--- src/rtl/temp_ctrl_pkg.sv ---
// temp_ctrl_pkg: shared state encoding, sample width, default thresholds and the hysteresis rule
// Contents: TEMP_W, default fan/alarm thresholds, state_t, and hyst_next().
// hyst_next() returns the next on/off value for one hysteresis channel.
package temp_ctrl_pkg;
  localparam int TEMP_W = 5;
  localparam int FAN_ON_DEF = 25;
  localparam int FAN_OFF_DEF = 23;
  localparam int ALARM_ON_DEF = 30;
  localparam int ALARM_OFF_DEF = 28;
  typedef enum logic [1:0] {S_IDLE, S_WAIT, S_REQ, S_EVAL} state_t;
  function automatic logic hyst_next(input logic [TEMP_W-1:0] v, input int on, input int off,
                                     input logic frc, input logic cur);
    return (int'(v) >= on || frc) ? 1'b1 : (int'(v) <= off) ? 1'b0 : cur;
  endfunction
endpackage

--- src/rtl/hyst_cmp.sv ---
// hyst_cmp: registered on/off state with ON/OFF hysteresis thresholds
// Ports: clk, reset (sync, active-low), value (sample), update (evaluate this cycle),
//        force_on (hold the output on regardless of value), state (registered result).
module hyst_cmp
  import temp_ctrl_pkg::*;
#(
  parameter int ON = FAN_ON_DEF,
  parameter int OFF = FAN_OFF_DEF
) (
  input  logic              clk,
  input  logic              reset,
  input  logic [TEMP_W-1:0] value,
  input  logic              update,
  input  logic              force_on,
  output logic              state
);
  always_ff @(posedge clk) begin
    if (!reset) state <= 1'b0;
    else if (update) state <= hyst_next(value, ON, OFF, force_on, state);
  end
endmodule

--- src/rtl/temp_sample_ctrl.sv ---
// temp_sample_ctrl: periodic sensor sampling over req/ack with timeout, plus fan/alarm hysteresis
// Ports: clk, reset (sync, active-low), en_m1 (periodic enable), lect (manual read),
//        rd_req/rd_ack/temperatura (sensor handshake), temp_out/temp_valid (captured sample),
//        est_ventilador (fan), est_alarma (alarm), sensor_err (last request timed out).
module temp_sample_ctrl
  import temp_ctrl_pkg::*;
#(
  parameter int PRESCALE = 1000,
  parameter int TIMEOUT = 16,
  parameter int FAN_ON = FAN_ON_DEF,
  parameter int FAN_OFF = FAN_OFF_DEF,
  parameter int ALARM_ON = ALARM_ON_DEF,
  parameter int ALARM_OFF = ALARM_OFF_DEF
) (
  input  logic              clk,
  input  logic              reset,
  input  logic              en_m1,
  input  logic              lect,
  output logic              rd_req,
  input  logic              rd_ack,
  input  logic [TEMP_W-1:0] temperatura,
  output logic [TEMP_W-1:0] temp_out,
  output logic              temp_valid,
  output logic              est_ventilador,
  output logic              est_alarma,
  output logic              sensor_err
);
  localparam int PW = $clog2(PRESCALE);
  localparam int TW = $clog2(TIMEOUT + 1);
  state_t state, state_n;
  logic [PW-1:0] pcnt;
  logic [TW-1:0] tcnt;
  logic tick, tmo, got, upd, alarm_nxt;
  assign tick = pcnt == PW'(PRESCALE - 1);
  assign tmo = tcnt == TW'(TIMEOUT - 1);
  assign got = state == S_REQ && rd_ack;
  assign upd = state == S_EVAL;
  // An ack always wins, even on the cycle the timeout would expire.
  always_comb begin
    state_n = state;
    case (state)
      S_IDLE: state_n = en_m1 ? S_WAIT : S_IDLE;
      S_WAIT: state_n = !en_m1 ? S_IDLE : (tick || lect) ? S_REQ : S_WAIT;
      S_REQ:  state_n = rd_ack ? S_EVAL : !en_m1 ? S_IDLE : tmo ? S_WAIT : S_REQ;
      S_EVAL: state_n = en_m1 ? S_WAIT : S_IDLE;
      default: state_n = S_IDLE;
    endcase
  end
  always_ff @(posedge clk) begin
    if (!reset) begin
      state <= S_IDLE;
      pcnt <= '0;
      tcnt <= '0;
      rd_req <= 1'b0;
      temp_out <= '0;
      temp_valid <= 1'b0;
      sensor_err <= 1'b0;
    end else begin
      state <= state_n;
      pcnt <= (state == S_WAIT && state_n == S_WAIT) ? pcnt + 1'b1 : '0;
      tcnt <= (state == S_REQ && state_n == S_REQ) ? tcnt + 1'b1 : '0;
      rd_req <= state_n == S_REQ;
      temp_valid <= got;
      if (got) temp_out <= temperatura;
      sensor_err <= got ? 1'b0 : (state == S_REQ && state_n == S_WAIT) ? 1'b1 : sensor_err;
    end
  end
  // The fan must see the alarm value being written this cycle, not the stale one.
  assign alarm_nxt = hyst_next(temp_out, ALARM_ON, ALARM_OFF, 1'b0, est_alarma);
  hyst_cmp #(.ON(ALARM_ON), .OFF(ALARM_OFF)) u_alarm (
    .clk(clk), .reset(reset), .value(temp_out), .update(upd), .force_on(1'b0), .state(est_alarma)
  );
  hyst_cmp #(.ON(FAN_ON), .OFF(FAN_OFF)) u_fan (
    .clk(clk), .reset(reset), .value(temp_out), .update(upd), .force_on(alarm_nxt),
    .state(est_ventilador)
  );
endmodule

--- config.mk ---
export PLATFORM = sky130hd
export DESIGN_NAME = temp_sample_ctrl
export DESIGN_NICKNAME = d
export VERILOG_FILES = /design/src/rtl/temp_ctrl_pkg.sv /design/src/rtl/hyst_cmp.sv /design/src/rtl/temp_sample_ctrl.sv
export SDC_FILE = /design/constraint.sdc
export NUM_CORES = 1
export LEC_CHECK = 0
export ABC_AREA = 1
export BUFFER_PORTS_ARGS = -buffer_cell sky130_fd_sc_hd__buf_2
export CELL_PAD_IN_SITES_DETAIL_PLACEMENT = 0
export CELL_PAD_IN_SITES_GLOBAL_PLACEMENT = 2
export CORE_UTILIZATION = 31
export CTS_CLUSTER_SIZE = 28
export DETAILED_ROUTE_END_ITERATION = 6
export GPL_ROUTABILITY_DRIVEN = 0
export HOLD_SLACK_MARGIN = 0.06
export PLACE_DENSITY = 0.76
export SLEW_MARGIN = 20
export SYNTH_ARGS = -nofsm -noshare
export SYNTH_HDL_FRONTEND = slang
export SYNTH_SLANG_ARGS = --single-unit
export TNS_END_PERCENT = 10
--- constraint.sdc ---
create_clock -name clk -period 1.7 [get_ports clk]
set_input_delay 0.34 -clock clk [delete_from_list [all_inputs] [get_ports clk]]
set_output_delay 0.34 -clock clk [all_outputs]
set_load 0.02 [all_outputs]
**Word level (Yosys, flattened, before mapping)**

Index checks and enable logic that the tools add are counted.

- Add/sub/neg operators: 2
- $lt $le $gt $ge: 4
- Eq/ne operators: 7
- Mux-type cells: 11
- Bitwise logic cells: 1
- Reductions and logical operators: 13

Operators with widths:

| kind | number |
|---|---|
| adder 10 x 1 -> 10 bit (second input constant) | 1 |
| == test 10 bit (second input constant) | 1 |
| >= comparator 5 bit (second input constant) | 2 |
| <= comparator 5 bit (second input constant) | 2 |
| two-way mux 2 bit | 5 |
| == test 2 bit (second input constant) | 3 |
| case mux 2 bit (3 select lines) | 1 |
| AND reduction 2 bit | 3 |
| adder 5 x 1 -> 5 bit (second input constant) | 1 |
| == test 5 x 4 -> 1 bit (second input constant) | 1 |
| two-way mux 1 bit | 5 |
| == test 2 x 1 -> 1 bit (second input constant) | 2 |
| logical AND 1 bit | 4 |
| OR reduction 2 bit | 2 |
| zero test 2 bit | 1 |
| logical OR 1 bit | 2 |
| nonzero test 2 bit | 1 |
| inverter 1 bit | 1 |

- Register bits: 27
- Bits of input ports: 10
- Output and inout bits: 10
- Logic and storage cells: 47

**Logic depth before layout (Yosys ltp)**

Gate-level depths: netlist of the first run.

- Depth in word-level cells: 8
- Depth in mapped cells: 12
- Mapped depth without buffers: 12

**By module**

Synthesis of the first run repeated with hierarchy kept, for this count alone.

- Cells, all modules: 158
- Area total of the unflattened synthesis: 1,227.4 µm²

By module, submodules not included:

| module | times used | cells an instance | area each (µm²) | sequential area each (µm²) |
|---|---|---|---|---|
| temp_sample_ctrl | 1 | 135 | 1,099.8 | 500.5 |
| hyst_cmp at u_alarm | 1 | 12 | 63.8 | 20.0 |
| hyst_cmp at u_fan | 1 | 11 | 63.8 | 20.0 |

**Worst setup path after synthesis of the first run**

Ideal clock, no wire load.

- Path kind: reg-to-reg
- Start: register tcnt[0]
- End: register pcnt[0]
- Library setup time: 0.067 ns
- Arrival time: 1.436 ns
- Path slack: 0.197 ns
- Stages on the path, launching flop included: 10
- Path through: dfxtp_1 ha_1 and3_1 ha_1 nor2_1 o211ai_1 nand2_1 inv_2 nand4_4 nor2_1

- Cells in the longest elaborated chain, start to end: 8

RTL lines:

| element | line | text |
|---|---|---|
| start, declared | temp_sample_ctrl.sv:32 | `logic [TW-1:0] tcnt;` |
| start signal, assigned | temp_sample_ctrl.sv:61 | `tcnt <= (state == S_REQ && state_n == S_REQ) ? tcnt + 1'b1 : '0;` |
| == test 5 x 4 -> 1 bit | temp_sample_ctrl.sv:35 | `assign tmo = tcnt == TW'(TIMEOUT - 1);` |
| two-way mux 2 bit (3 in a row) | temp_sample_ctrl.sv:44 | `S_REQ: state_n = rd_ack ? S_EVAL : !en_m1 ? S_IDLE : tmo ? S_WAIT : S_REQ;` |
| case mux 2 bit (3 select lines) | temp_sample_ctrl.sv:41 | `case (state)` |
| == test 2 x 1 -> 1 bit | temp_sample_ctrl.sv:60 | `pcnt <= (state == S_WAIT && state_n == S_WAIT) ? pcnt + 1'b1 : '0;` |
| logical AND 1 bit | temp_sample_ctrl.sv:60 |  |
| AND reduction 2 bit (no source line) | -- |  |
| end signal, assigned | temp_sample_ctrl.sv:60 |  |
| end, declared | temp_sample_ctrl.sv:31 | `logic [PW-1:0] pcnt;` |

Every way passes these cells.
A chain may end at the register's enable or synchronous reset.

**Worst setup path after layout of the first run**

- Start: register tcnt[0]
- End: register pcnt[3]

Same word-level chain as after synthesis.

==> results.txt, run 1 <==
Height of the chip: 63.2 um. Number of library cell types mapped by synthesis: 21. Number of remaining DRC errors: 0. The critical path is of the flip-flop to flip-flop type. Share of the clock period used by the worst path: 0.989. The worst register-to-register path has a setup slack of 20 ps. The initial cell density of the core was 0.335. The number of global-route vias before repair is 875, and the number of optimization iterations in the first detailed-route pass is 4. Via density per instance: 4.55. Peak ir drop on the vdd network: 0.268 mV. The number of sinks driven by the clock tree was 27; the count of mapped cells out of synthesis was 144. The clock insertion delay at the later pin of the skew report was 270 ps. STA classifies the critical path endpoint as a flip-flop. The die is 63.2 um wide. The run gives 0 as the final hold violation count. The tools report the number of endpoints failing setup at the final stage as 0.

In this run the remaining antenna-violating nets after routing total 0. The run gives 32 as the initial DRC count. The worst register-to-register path ends at pcnt[3]. At the end of the flow, the number of nets in the layout was 188. Power comes to 1.09 mW.

Detailed placement ended at an HPWL of 1.69 mm. The routed design could run at a clock period as short as 1680 ps. For this design the ratio of total power to cell area is 749 nW/um^2. Summed over all failing endpoints, the final setup total negative slack is 0 ps. The number of antenna diodes in the final layout is 0. The run gives 24.6 ps as the worst setup timing slack at the placement stage. Static timing analysis puts the maximum clock frequency at 595 MHz. The tools report the part of the Yosys area used for sequential elements as 0.466.

TritonCTS built the clock tree. The tightest min-delay check is of the primary input to flip-flop type. The H-tree depth was 1. Max-cap violations in this run came to 0.

In this run the worst setup path terminates at pcnt[3]. In this run the count of I/O pins placed on the die edge is 20. The flow ran to the end, and the final reports show no timing, DRC or antenna violations.

The most common cell after layout, fill and taps aside is sky130_fd_sc_hd__nand2_1. Entering global routing, the biggest net connects 15 pins. The logs give 0 for the initial antenna violation count and 0 for the number of synthesis warnings. Data on the critical path is required at its endpoint by 1910 ps.

The maximum root-to-sink buffer count is 2, and the post-detailed-route wirelength per cell is 10.6 um. The mapped netlist covers 1160 um^2. Setup repair after global routing could not meet its margin everywhere. The run gives 6.47 ps as the final setup skew.

The sort of element at the start of the critical path is a flip-flop. Across all setup checks in the final design, the least slack found is 18.3 ps. The analysis attributes to cell leakage a power of 0.609 nW. The launch point of the critical path is tcnt[0]. The overall overflow remaining after global route was 0; the layout-stage area growth over the synthesis result was 25.2%.

Of all nets on the critical path, the largest fanout is 5. The arrival time reported for the critical path endpoint is 1890 ps, and the count of final max-slew check failures is 0. The core region is 3470 um^2.

The number of synthesized register bits works out to 27. The library cells used most frequently in the layout, excluding fill and tap cells, are sky130_fd_sc_hd__nand2_1 (29), sky130_fd_sc_hd__dfxtp_1 (25), sky130_fd_sc_hd__nor2_1 (21). The number of cells on the worst reg-to-reg path is 9.

The number of port buffers was 19; the proportion of layout cells with a drive suffix above 1 was 0.253. After floorplanning, the core was divided into 21 placement rows. The final design utilization is 0.419. At the pin with the least slew margin, the transition time is 386 ps. The number of nets in the synthesized netlist is 161. The total routing resource utilization after global routing was 0.117. Hold repair after CTS inserted 0 buffers. The first global-routing pass estimated 3.64 mm of wire. In this run the clock root is driven by a sky130_fd_sc_hd__clkbuf_8. The relative max-transition margin was 0.742. For the layout filler cell count, the log shows 364.

Summing over every cut layer, the via total after detailed routing is 982. TritonCTS created 3 clock buffers. In this run the cell area measured after placement is 1320 um^2. The logs give 1450 um^2 for the post-route standard cell area excluding fillers and 3990 um^2 for the die footprint.

The mean instance size in the synthesized netlist is 8.06 um^2. After clock tree synthesis, the clock-pin slew on the worst setup and hold paths is 90 ps. The tools report the beginning of the worst register-to-register path as tcnt[0]. The total length of routed wires is 2.29 mm.
[layer usage]
layer | up-vias | wire length [um] | track usage
met5 | - | 0 | 0
met1 | 453 | 1120 | 0.150
met2 | 18 | 1070 | 0.190
met4 | 0 | 31 | 0.0511
li1 | 507 | - | -
met3 | 4 | 68 | 0.0217
[through the flow]
step,hold slack [ps],std cells
after floorplan,418,144
after global placement,430,210
after detailed placement,440,210
after CTS,249,214
after global routing,249,216
final,252,216
[report_power, final]
group	switching (mW)	internal (mW)	leakage, nW
clock network	0.192	0.168	0.0228
registers	0.00313	0.638	0.219
logic	0.0581	0.0306	0.367
[how the worst min path moves through the flow]
stage / startpoint / endpoint / slack (ps) / depth (start not counted)
final: temperatura[4] / temp_out[4] / 250 / 3
after floorplan: pcnt[0] / pcnt[0] / 420 / 1
after detailed placement: tcnt[0] / tcnt[0] / 440 / 1
after CTS: temperatura[3] / temp_out[3] / 250 / 3
after global routing: temperatura[3] / temp_out[3] / 250 / 3
after global placement: tcnt[0] / tcnt[0] / 430 / 1
[final cells by class]
type,count,area (um^2),area share
repair buffers,22,118,0.0809
clock buffers,4,45.0,0.0310
well taps,46,57.6,0.0396
multi-input cells,98,619,0.426
inverters,19,71.3,0.0491
flip-flops and latches,27,543,0.373
[worst max-delay path, cell delays in order, from the launching register on]
cell and delay (ps):
sky130_fd_sc_hd__dfxtp_2 360, sky130_fd_sc_hd__ha_4 140, sky130_fd_sc_hd__and3_4 190, sky130_fd_sc_hd__ha_4 130, sky130_fd_sc_hd__nor2_2 30, sky130_fd_sc_hd__o211ai_1 200
sky130_fd_sc_hd__nand2_1 150, sky130_fd_sc_hd__inv_2 150, sky130_fd_sc_hd__nand4_4 140, sky130_fd_sc_hd__nor2_1 120
[logic make-up (layout without fill, tap and decap cells)]
kind of cell | after synthesis | count (layout) | synth area share
xor gates and xnor gates | 9 | 9 | 0.0679
DFF | 27 | 27 | 0.466
and+or+nand+nor | 74 | 75 | 0.291
buffers and inverters | 20 | 45 | 0.0657
adders and majority gates | 7 | 7 | 0.0754
AOI/OAI and AO/OA | 7 | 7 | 0.0345
[cells in the mapped netlist (all sizes together)]
library cell	count	share of area
o211ai	1	0.0065
dfxtp	27	0.47
o21ai	3	0.013
xnor2	4	0.030
nor3	3	0.017
inv	19	0.061
and3	1	0.0054
nand2	31	0.10
a21oi	2	0.0086
nand4	4	0.040
nand3	10	0.043
buf	1	0.0043
nor2	25	0.081
ha	7	0.075
a211oi	1	0.0065
xor2	5	0.038
[state kept, by name, summed over array words and instances, names as in the netlist]
| register | count |
|---|---|
| pcnt | 10 |
| rd_req | 1 |
| sensor_err | 1 |
| state | 2 |
| tcnt | 5 |
| temp_out | 5 |
| temp_valid | 1 |
| u_alarm.state | 1 |
| u_fan.state | 1 |
[timing repair]
item | 4_1_cts | 5_1_grt
buffers inserted | 0 | 1
gates resized for setup | 0 | 14
endpoints found under the setup margin | 0 | 17
(Power assumes the default switching activity.)
==> run 2: changes to the inputs <==
- SLEW_MARGIN: 20 -> not set
- clock period: 1.7 -> 1.8 ns (I/O delays scaled with it)
==> run 2 against run 1 <==
Net effect:
- largest power group unchanged
- count of clock-buffer cells in the layout is the same
- worst setup slack gained 140 ps
- critical endpoint is now rd_req
- core utilization shrank 2.8 points
- sequential share of layout area grew 2.6 points
- power shrank 7.6%
- clock skew shrank 3.0 ps
- sequential power shrank 5.5%
- worst hold slack gained 22 ps
- sequential cell count is the same
- register-to-register slack gained 140 ps
- first-iteration DRC count grew 19%
- non-clock buffer count shrank 3
==> results.txt, run 2 (same netlist as run 1, synthesis figures left out) <==
For the count of boundary I/O pins, the log shows 20 (unchanged). TritonCTS built the clock tree. The initial DRC count came out at 38 (+19%).

The total CTS buffers was 3 (unchanged); the wire length of the first global-routing pass was 3.78 mm (+3.8%). Leaving out fill and tap cells, the most frequent cell in the layout is sky130_fd_sc_hd__nand2_1. The initial antenna violation count came out at 0 (unchanged). Final design utilization: 0.391 (-0.0285). The power density over cell area was 743 nW/um^2 (-0.84%). Clock insertion delay at the later pin of the skew report: 270 ps (about the same). The tightest min-delay check is of the primary input to flip-flop type. Clock network power share: 0.333 (+0.003). The share of the clock period used by the worst path works out to 0.911 (-0.0784). The number of port buffers is 19 (unchanged), and the maximum operating frequency is 610 MHz (+2.6%).

Final setup TNS: 0 ps (unchanged). In the final layout, the registers with the most flip-flops are pcnt (10), tcnt (5), temp_out (5). The number of cells after detailed placement is 208 (-0.95%).

The clock transition at the register clock pins on the worst setup and hold paths after CTS works out to 90 ps (about the same). For the post-route standard cell area excluding fillers, the log shows 1360 um^2 (-6.8%). More flip-flops sit in one register than any other, and that register is pcnt. The tools report the peak ir drop on the vdd network as 0.253 mV (-5.6%).

Final setup skew: 3.49 ps (-2.98 ps). The actual transition at the worst max-transition pin was 371 ps (-14.6 ps); the count of antenna diodes in the layout was 0 (unchanged). For the initial cell density of the core, the log shows 0.335 (unchanged). The worst setup path is launched from a flip-flop. The half-perimeter wire length of the detailed placement result is 1.67 mm (-1.5%). For the cell-internal power, the log shows 0.783 mW (-6.3%). The logs give 27 (unchanged) for the number of sinks driven by the clock tree and 0 (unchanged) for the final hold violation count. The post-detailed-route wirelength per cell is 9.96 um (-6.1%), and the overall overflow remaining after global route is 0 (unchanged). Setup repair after global routing could not meet its margin everywhere.

The layout-stage area growth over the synthesis result is 16.7%. The relative max-transition margin is 0.752 (+0.00979), and the proportion of layout cells with a drive suffix above 1 is 0.187 (-0.0662). The number of endpoints failing setup at the final stage came out at 0 (unchanged). The tools report the H-tree depth as 1 (unchanged). Number of flip-flops in the largest register: 10 (unchanged). The run gives 0 (unchanged) as the number of remaining DRC errors. The total routing resource utilization after global routing is 0.121 (+0.00472), and the maximum root-to-sink buffer count is 2 (unchanged). The number of maximum-capacitance constraint violations came out at 0 (unchanged). The library cells used most frequently in the layout, excluding fill and tap cells, are sky130_fd_sc_hd__nand2_1 (29), sky130_fd_sc_hd__dfxtp_1 (26), sky130_fd_sc_hd__nor2_1 (25). The required time at the worst-slack endpoint is 1960 ps (+50 ps). Arrival time reported for the critical path endpoint: 1800 ps (-90 ps). The tools report the total leakage power as 0.599 nW (-1.5%). The minimum clock period was 1640 ps (-42.2 ps); the total length of routed wires was 2.11 mm (-7.9%). The number of nets with antenna violations after detailed routing is 0 (unchanged), and the core area is 3470 um^2 (unchanged). For the layout filler cell count, the log shows 383 (+5.2%). The number of optimization iterations in the first detailed-route pass came out at 4 (unchanged). The run finished with clean final reports. For the post-placement cell area, the log shows 1310 um^2 (-1.1%). The total setup buffers inserted after CTS came out at 0 (unchanged). The tools report the combinational share of power as 0.064 (-0.017). The post-cts hold buffer count was 0 (unchanged). Sequential cell fraction of total power: 0.603 (+0.015). The category of the critical setup timing path was flip-flop to flip-flop. The number of global-route vias before repair is 908 (+3.8%). The via density per instance was 4.27 (-6.1%). The total via count after detailed routing is 905 (-7.8%), and the critical-path maximum fanout is 3 (-2).

The pin count of the biggest net entering global routing was 15 (unchanged). The height of the chip was 63.2 um (unchanged); the share of total power consumed by net switching was 0.221 (-0.0109). The endpoint type of the worst setup path was a flip-flop. The tree is rooted in a sky130_fd_sc_hd__clkbuf_8. The count of final max-slew check failures was 0 (unchanged).

The net switching power was 0.223 mW (-12%); the die footprint was 3990 um^2 (unchanged). For the row count, the log shows 21 (unchanged). The number of standard cells in the final layout excluding fillers is 212 (-1.9%), and the final layout net count is 184 (-2.1%). The die boundary width was 63.2 um (unchanged).
## run 2: cell count changes in the layout (fill, tap and decap cells not counted), moves of 2 or more
| cell | previous run | this run |
|---|---|---|
| sky130_fd_sc_hd__ha_4 | 2 | 0 |
| sky130_fd_sc_hd__nor2_1 | 21 | 25 |
| sky130_fd_sc_hd__nand4_4 | 3 | 1 |
| sky130_fd_sc_hd__ha_1 | 5 | 7 |
| sky130_fd_sc_hd__nor2_2 | 4 | 0 |
| sky130_fd_sc_hd__buf_4 | 3 | 0 |
## run 2: cell type report
cell class                      instances  area (um^2)  area share
Multi-Input combinational cell         97          544       0.402
Inverter                               19         71.3      0.0526
Clock buffer                            4         45.0      0.0332
Sequential cell                        27          542       0.400
Tap cell                               46         57.6      0.0425
Timing Repair Buffer                   19         95.1      0.0702
## run 2: power by group through the flow
stage	combinational [mW]	sequential, mW	clock [mW]
after floorplan	0.0418	0.622	0
after global placement	0.0658	0.620	0
after detailed placement	0.0651	0.621	0
after CTS	0.0656	0.607	0.357
after global routing	0.0748	0.607	0.379
final	0.0647	0.606	0.335
## run 2: worst max-delay path: stages, from the launching register on
cell and delay, ps:
sky130_fd_sc_hd__dfxtp_2 340, sky130_fd_sc_hd__ha_1 210, sky130_fd_sc_hd__and3_1 180, sky130_fd_sc_hd__ha_1 180, sky130_fd_sc_hd__nor2_1 100, sky130_fd_sc_hd__o211ai_1 100, sky130_fd_sc_hd__nand2_1 130, sky130_fd_sc_hd__inv_2 70
sky130_fd_sc_hd__nor3_1 220
## run 2: metal layers
metal,global-route usage,share of wire
met4,0.0597,0.014
met5,0,0
met1,0.157,0.52
met3,0.0217,0.025
met2,0.194,0.44
## run 2: metrics by stage
stage / worst slack (ps) / hold slack (ps) / total power, mW
CTS: 116 / 267 / 1.03
global placement: 174 / 430 / 0.686
global route: -15.2 / 272 / 1.06
floorplan: 297 / 418 / 0.664
finish: 161 / 273 / 1.01
detailed placement: 131 / 440 / 0.686
## run 2: path summary, 6_finish.rpt
kind | startpoint | endpoint | slack [ps] | cells after the start
hold / removal | temperatura[2] | temp_out[2] | 270 | 3
setup reg to reg | tcnt[0] | rd_req | 160 | 8
setup / recovery | tcnt[0] | rd_req | 160 | 8
hold reg to reg | tcnt[0] | tcnt[0] | 420 | 1
## run 2: timing repair
item,in CTS,in global routing
hold endpoints to repair,0,0
gates resized for setup,0,1
setup endpoints to repair,0,12
==> run 3: changes to the inputs <==
- ABC_CLOCK_PERIOD_IN_PS: not set -> 1800
- CORE_MARGIN: not set -> 10
==> run 3 against run 2 <==
Net effect:
- routed wire length grew 16%
- register-to-register slack worse by 40 ps
- fmax fell by 2.4%
- sequential cell count stayed put
- worst setup slack got worse by 41 ps
- power up 2.3%
- die area grew 65%
- largest cell class unchanged
==> results.txt, run 3 (same netlist as run 1, synthesis figures left out) <==
The actual transition at the worst max-transition pin was 410 ps (+38.6 ps). For the pin count of the biggest net entering global routing, the log shows 16 (+1). The tools report the number of global-route vias before repair as 858 (-5.5%). Number of cells after detailed placement: 210 (+0.96%). The post-placement cell area was 1310 um^2 (+0.19%).

The tools report the count of antenna diodes in the layout as 0 (unchanged). Initial cell density of the core: 0.320 (-0.0152). The wire length of the first global-routing pass is 3.86 mm (+2.2%). The count of final max-slew check failures was 0 (unchanged). The number of cells on the worst reg-to-reg path came out at 9 (+1).

The number of standard cells in the final layout excluding fillers was 219 (+3.3%). The logs give 0 (unchanged) for the number of maximum-capacitance constraint violations and 3 (unchanged) for the total CTS buffers. The power density over cell area came out at 718 nW/um^2 (-3.3%).

The number of endpoints failing setup at the final stage is 0 (unchanged). Die boundary width: 81.2 um (+28%). STA classifies the critical path startpoint as a flip-flop.

Final hold violation count: 0 (unchanged). Most common cell after layout, fill and taps aside: sky130_fd_sc_hd__nand2_1. The number of optimization iterations in the first detailed-route pass is 4 (unchanged).

The relative max-transition margin was 0.726 (-0.0258); the count of boundary I/O pins was 20 (unchanged). For the number of remaining DRC errors, the log shows 0 (unchanged). The number of flip-flops in the largest register was 10 (unchanged); the number of sinks driven by the clock tree was 27 (unchanged). The proportion of layout cells with a drive suffix above 1 came out at 0.251 (+0.0647). The cell sitting at the root of the clock tree is a sky130_fd_sc_hd__clkbuf_8.

The run finished with clean final reports. The critical-path maximum fanout was 5 (+2). The worst setup timing slack at the placement stage was 114 ps (-17.9 ps). The clock transition at the register clock pins on the worst setup and hold paths after CTS is 90 ps (about the same). In the final layout, the registers with the most flip-flops are pcnt (10), tcnt (5), temp_out (5).

The worst hold path cell count came out at 3 (unchanged). The number of port buffers came out at 19 (unchanged). Arrival time reported for the critical path endpoint: 1890 ps (+90 ps). The tools report the maximum operating frequency as 595 MHz (-2.4%). The row count was 22 (+4.8%); the H-tree depth was 1 (unchanged). The post-route standard cell area excluding fillers is 1430 um^2 (+5.8%), and the height of the chip is 81.2 um (+28%).

The die footprint is 6590 um^2 (+65%). The tools report the maximum root-to-sink buffer count as 2 (unchanged). The final design utilization came out at 0.395 (+0.00393). The layout-stage area growth over the synthesis result is 23.5%.

The logs give 0.239 mV (-5.4%) for the peak ir drop on the vdd network and 5.20 ps (+1.72 ps) for the final setup skew. The minimum clock period works out to 1680 ps (+40.9 ps). The final layout net count was 189 (+2.7%).

The tools report the total via count after detailed routing as 953 (+5.3%). For the overall overflow remaining after global route, the log shows 0 (unchanged). The post-detailed-route wirelength per cell is 11.1 um (+12%). The library cells used most frequently in the layout, excluding fill and tap cells, are sky130_fd_sc_hd__nand2_1 (29), sky130_fd_sc_hd__dfxtp_1 (25), sky130_fd_sc_hd__nor2_1 (23).

The share of the clock period used by the worst path works out to 0.934 (+0.0227). The tools report the endpoint type of the worst setup path as a flip-flop. The run gives 0 (unchanged) as the initial antenna violation count. The core area was 3630 um^2 (+4.8%); the clock insertion delay at the later pin of the skew report was 270 ps (about the same).

TritonCTS built the clock tree. Via density per instance: 4.35 (+1.9%). Ranked by flip-flop count, first place goes to pcnt. The critical path is of the flip-flop to flip-flop type. Total routing resource utilization after global routing: 0.0740 (-0.0474). For the number of nets with antenna violations after detailed routing, the log shows 0 (unchanged).

Setup repair after global routing could not meet its margin everywhere. The final worst slack was 120 ps (-40.9 ps). The half-perimeter wire length of the detailed placement result is 1.82 mm (+8.8%).

The logs give 0 (unchanged) for the post-cts hold buffer count and 2010 ps (+50 ps) for the required time at the worst-slack endpoint. The run gives 0.614 nW (+2.4%) as the total leakage power. Total length of routed wires: 2.44 mm (+16%). Worst min-delay path class: primary input to flip-flop. Initial DRC count: 21 (-45%).
run 3: cell types whose count changed in the layout (fill, tap and decap cells not counted), moves of 2 or more:
cell and change:
sky130_fd_sc_hd__buf_4 +4, sky130_fd_sc_hd__ha_2 +2, sky130_fd_sc_hd__nor2_2 +2, sky130_fd_sc_hd__nor2_1 -2, sky130_fd_sc_hd__ha_1 -3
run 3: power by group:
group | switching [mW] | internal, mW
Clock | 0.190 | 0.155
Combinational | 0.0496 | 0.0275
Sequential | 0.00473 | 0.602
Total | 0.244 | 0.785
run 3: worst max-delay path: stages (launching register included):
cell and delay (ps):
sky130_fd_sc_hd__dfxtp_2 380, sky130_fd_sc_hd__ha_4 150, sky130_fd_sc_hd__and3_1 160, sky130_fd_sc_hd__ha_2 170
sky130_fd_sc_hd__nor2_1 40, sky130_fd_sc_hd__o211ai_1 200, sky130_fd_sc_hd__nand2_1 120, sky130_fd_sc_hd__inv_2 140
sky130_fd_sc_hd__nand4_4 130, sky130_fd_sc_hd__nor2_1 130
run 3: through the flow:
step / power [mW] / TNS [ps] / hold WS, ps
6_report: 1.03 / 0 / 267
3_5_place_dp: 0.686 / 0 / 443
4_1_cts: 1.03 / 0 / 265
3_3_place_gp: 0.685 / 0 / 430
5_1_grt: 1.07 / -145 / 262
2_1_floorplan: 0.664 / 0 / 418
run 3: path summary, 6_finish.rpt:
kind	endpoint	startpoint	slack, ps
max	pcnt[6]	tcnt[0]	120
min	temp_out[2]	temperatura[2]	270
max reg2reg	pcnt[6]	tcnt[0]	120
min reg2reg	u_fan.state	u_fan.state	450
run 3: timing repair:
item	CTS	global route
buffers inserted	0	4
setup endpoints to repair	0	12
resized for setup	0	9
run 3: area by class of cell:
cell class	count	area, um^2
clock buffers	3	41.3
clock inverters	1	5.00
fillers	392	2200
inverters	19	71.3
multi-input cells	98	588
flip-flops and latches	27	543
well taps	48	60.1
repair buffers	23	125
run 3: per-layer routing:
| metal | up-vias | global-route usage | routed length [um] |
|---|---|---|---|
| met3 | 5 | 0.0232 | 96 |
| li1 | 509 | - | - |
| met2 | 11 | 0.110 | 1130 |
| met1 | 428 | 0.0928 | 1160 |
| met4 | 0 | 0.0415 | 47 |
| met5 | - | 0 | 0 |
